### config.mk
export PLATFORM = sky130hd
export DESIGN_NAME = tdm_demux4
export DESIGN_NICKNAME = d
export VERILOG_FILES = /design/src/rtl/tdm_demux4.sv
export SDC_FILE = /design/constraint.sdc
export NUM_CORES = 1
export LEC_CHECK = 0
export CAP_MARGIN = 5
export CELL_PAD_IN_SITES_DETAIL_PLACEMENT = 0
export CELL_PAD_IN_SITES_GLOBAL_PLACEMENT = 2
export CORE_MARGIN = 10
export CORE_UTILIZATION = 31
export DETAILED_ROUTE_END_ITERATION = 7
export PLACE_DENSITY = 0.82
export SLEW_MARGIN = 15
export SYNTH_ARGS = -nofsm -noshare
export SYNTH_HDL_FRONTEND = slang
export SYNTH_SLANG_ARGS = --single-unit
### constraint.sdc
create_clock -name iclk -period 4.72 [get_ports iclk]
set_clock_uncertainty 0.1 [all_clocks]
set_input_delay 0.708 -clock iclk [delete_from_list [all_inputs] [get_ports iclk]]
set_output_delay 0.708 -clock iclk [all_outputs]
set_load 0.01 [all_outputs]
### src/rtl/tdm_demux4.sv
// tdm_demux4: four-slot TDM receiver; hunts for sync, collects slots 0..3 in shadow registers
// and publishes each complete frame atomically with a one-cycle valid pulse.
module tdm_demux4 #(
  parameter int W  = 4,
  parameter int CW = 8
) (
  input  logic          iclk,
  input  logic          irst,
  input  logic [W-1:0]  id,
  input  logic          ivalid,
  input  logic          isync,
  output logic [W-1:0]  oz0,
  output logic [W-1:0]  oz1,
  output logic [W-1:0]  oz2,
  output logic [W-1:0]  oz3,
  output logic          ovalid,
  output logic [1:0]    oslot,
  output logic          olock,
  output logic          oerr,
  output logic [CW-1:0] oframes
);
  typedef enum logic {HUNT, LOCKED} state_t;
  state_t state, state_n;
  logic [1:0] ptr, ptr_n;
  logic [W-1:0] sh0, sh1, sh2;
  logic start, mid, miss, early, done, err;
  always_ff @(posedge iclk) begin
    if (irst) begin
      state <= HUNT;
      ptr   <= 2'd0;
    end else begin
      state <= state_n;
      ptr   <= ptr_n;
    end
  end
  // Any sync beat starts a frame, whatever state we are in.
  always_comb begin
    state_n = start ? LOCKED : miss ? HUNT : state;
    ptr_n   = start ? 2'd1 : mid ? ptr + 2'd1 : miss ? 2'd0 : ptr;
  end
  always_comb begin
    start = ivalid & isync;
    mid   = ivalid & (state == LOCKED) & ~isync & (ptr != 2'd0);
    miss  = ivalid & (state == LOCKED) & ~isync & (ptr == 2'd0);
    early = ivalid & (state == LOCKED) & isync & (ptr != 2'd0);
    done  = mid & (ptr == 2'd3);
    err   = miss | early;
  end
  always_ff @(posedge iclk) begin
    if (irst) begin
      sh0     <= '0;
      sh1     <= '0;
      sh2     <= '0;
      oz0     <= '0;
      oz1     <= '0;
      oz2     <= '0;
      oz3     <= '0;
      ovalid  <= 1'b0;
      oerr    <= 1'b0;
      oframes <= '0;
    end else begin
      ovalid <= done;
      oerr   <= err;
      if (start) sh0 <= id;
      if (mid && ptr == 2'd1) sh1 <= id;
      if (mid && ptr == 2'd2) sh2 <= id;
      if (done) begin
        oz0     <= sh0;
        oz1     <= sh1;
        oz2     <= sh2;
        oz3     <= id;
        oframes <= oframes + CW'(1);
      end
    end
  end
  assign oslot = ptr;
  assign olock = (state == LOCKED);
endmodule

==> key figures <==
Power and ir drop
  • VDD IR max: around 0.12 mV
  • Total chip power: 0.679 mW
  • PD cells: 310 nW/um^2
  • Leak: 0.690 nW

Die
  • Core area: 5200 sq um
  • Ports: 37
  • Die height: 93.8 um
  • Cell Rows: 26
  • Die Area: a little under 9000 sq um
  • Die width: approximately 94 um
  • Initial cell density of the core: 0.325

Critical path
  • Crit-path max FO: 21
  • Critical Path Start Type: flip-flop
  • FF-to-FF path depth: 4
  • Flop-to-flop setup slack: approximately 2.2 ns
  • CP endpoint: oframes[3]$_SDFFE_PP0P_
  • Worst setup path start: oslot[0]$_SDFFE_PP0P_
  • Reg2reg end: oframes[3]$_SDFFE_PP0P_
  • R2r startpoint: oslot[0]$_SDFFE_PP0P_
  • Critical path arrival: about 2.6 ns
  • CP required: 4.81 ns
  • Crit Path Class: reg -> reg
  • Worst setup EP type: flip-flop

STA
  • Max Clk Rate: 0.397 GHz
  • Fraction of the cycle the final worst path needs: 0.534
  • RSZ-0062 raised after global routing: false
  • # setup viols final: 0
  • Tightest Pin Transition: 0.760 ns
  • Fin. max-slew vios: 0
  • Tmin final: 2.52 ns
  • Slew HR: 0.493
  • Final hold viol count: 0
  • Setup TNS: 0 ns
  • Hold_ws: 0.359 ns

Clock tree
  • Worst-Skew Late Latency: about 0.29 ns
  • Setup bufs post-CTS: 0
  • Num CTS Buffers: 5
  • Clock sinks: 41
  • Clock transition at the registers of the reported paths: ~0.08 ns
  • PostCTS Resize Cnt: 0
  • Root buffer cell: clkbuf_8
  • CTS Hold Bufs: 0
  • CTS tree: done
  • CTS Buffer Depth: 2
  • Htree depth: 2

Placement
  • RePlAce Congestion: 0.767
  • DP HPWL: 2.81 mm
  • # port buffers: 36
  • Inst Count DP: 292

Global route
  • Grt ovf: 0
  • Vias in the first global route: 1414
  • Initial antenna violation count: 0
  • Largest net degree at the start of global routing: 44
  • Gr usage total: 0.102
  • First-pass GRT wire length: 7.33 mm

Yosys
  • Gate Count Post-Synth: 202
  • Register area share after synthesis: 0.486
  • Top-area cell type share of the netlist area: 0.486
  • Yosys warnings: 0
  • Area contributors post-synth: dfxtp_1, a21oi_1, nand3_1
  • Mapped Nets: 215
  • Syn Area/Cell: 8.37 sq um
  • Yosys cell types: 23
  • Ys async rst share: 0
  • Most area-hungry cell type in the Yosys netlist: dfxtp_1
  • Cell Area, Synth: 1690 sq um
  • Top_reg_cell synth: dfxtp_1
  • Number of synthesized flops with an enable pin: 0
  • Seq cells post-synth: 41

Final layout
  • Share of cells above drive strength 1: 0.0565
  • Util after Layout: 0.421
  • Fin nets: 242
  • P&R area growth vs syn: 29.7%
  • ANT cells: 0
  • Finished Layout Cells: 300

Drt
  • Total wire length: around 4.4 mm
  • Wire per inst: 14.7 um
  • Drt first pass iters: 4
  • Initial DRC count: 98
  • Vias/cell: 5.00
  • Via Count: 1499
  • DRC errors left: 0
  • Antenna-violating nets left: 0

Min path
  • Hold/Removal Path Class: reg -> reg

Outcome
  • Status: complete, no violations

Run
  • Max Cap Viol: 0
## flip-flops by register name, indices dropped and copies added (netlist names)
register  cells
sh2           4
ovalid        1
oerr          1
oframes       8
oz1           4
sh0           4
oz2           4
olock         1
oz3           4
oslot         2
oz0           4
sh1           4
## cells in the final DEF, fill, tap and decap left out, drive strengths merged
cell            n
clkbuf          6
o21ai          29
mux2            2
clkdlybuf4s50  36
o31ai           3
xnor2           1
nand4           3
clkinvlp        1
buf             2
nor3            3
nand4bb         1
nor2            3
dfxtp          41
and4bb          1
a21oi          36
or3             2
nor2b           2
bufinv          1
inv             5
nand2          11
or4             3
ha              5
a22oi           1
nand3          31
nor3b           1
## worst max-delay path, stage by stage (launching register included)
cell and delay (ns):
dfxtp_1 0.43, ha_1 0.69, inv_1 0.53, nor3_1 0.30, mux2_2 0.35
## layout make-up
cell class / count / area [sq um]
tap: 70 / 87.6
multi-input combinational: 138 / 769
timing repair buffer: 38 / 375
fill: 562 / 3010
clock inverter: 2 / 37.5
sequential: 41 / 821
inverter: 5 / 18.8
clock buffer: 6 / 82.6
## report_power, final
group	internal, mW	total, mW	switching (mW)
clock	0.172	0.297	0.125
sequential	0.348	0.351	0.00251
combinational	0.0129	0.0316	0.0187
total	0.533	0.679	0.146
## worst min-delay path by stage
stage	startpoint	to	slack, ns	depth (start not counted)
final	sh0[3]$_SDFFE_PP0P_	sh0[3]$_SDFFE_PP0P_	0.36	2
after global routing	sh0[3]$_SDFFE_PP0P_	sh0[3]$_SDFFE_PP0P_	0.38	2
after CTS	sh0[2]$_SDFFE_PP0P_	sh0[2]$_SDFFE_PP0P_	0.36	2
after detailed placement	sh0[2]$_SDFFE_PP0P_	sh0[2]$_SDFFE_PP0P_	0.35	2
after global placement	sh0[2]$_SDFFE_PP0P_	sh0[2]$_SDFFE_PP0P_	0.35	2
after floorplan	sh0[0]$_SDFFE_PP0P_	sh0[0]$_SDFFE_PP0P_	0.34	2
## per-stage QoR
stage,area (sq um),worst slack (ns)
global route,2190,1.98
finish,2190,2.20
global placement,2070,2.02
floorplan,1690,2.80
CTS,2190,2.14
detailed placement,2070,2.00
## logic make-up after synthesis
group / synth area share
adders and majority gates: 0.0370
xor gates and xnor gates: 0.00518
buffers and inverters: 0.0592
AOI/OAI and AO/OA: 0.210
muxes: 0.0133
and+or+nand+nor: 0.189
DFF: 0.486
## layer usage
layer | vias to the layer above | global-route usage | part of all wire
met5 | - | 0 | 0
met4 | 0 | 0.0342 | 0.011
met3 | 5 | 0.0448 | 0.068
met2 | 28 | 0.142 | 0.43
met1 | 695 | 0.136 | 0.49
li1 | 771 | - | -
## Yosys cell counts (all sizes together) (3+ instances only)
cell,instances
a21oi,36
buf,6
clkbuf,12
dfxtp,41
ha,5
inv,5
nand2,11
nand3,31
nand4,3
nor2,3
nor3,3
o21ai,29
o31ai,3
or4,3
Note: power is estimated with default switching activity, not from simulation.
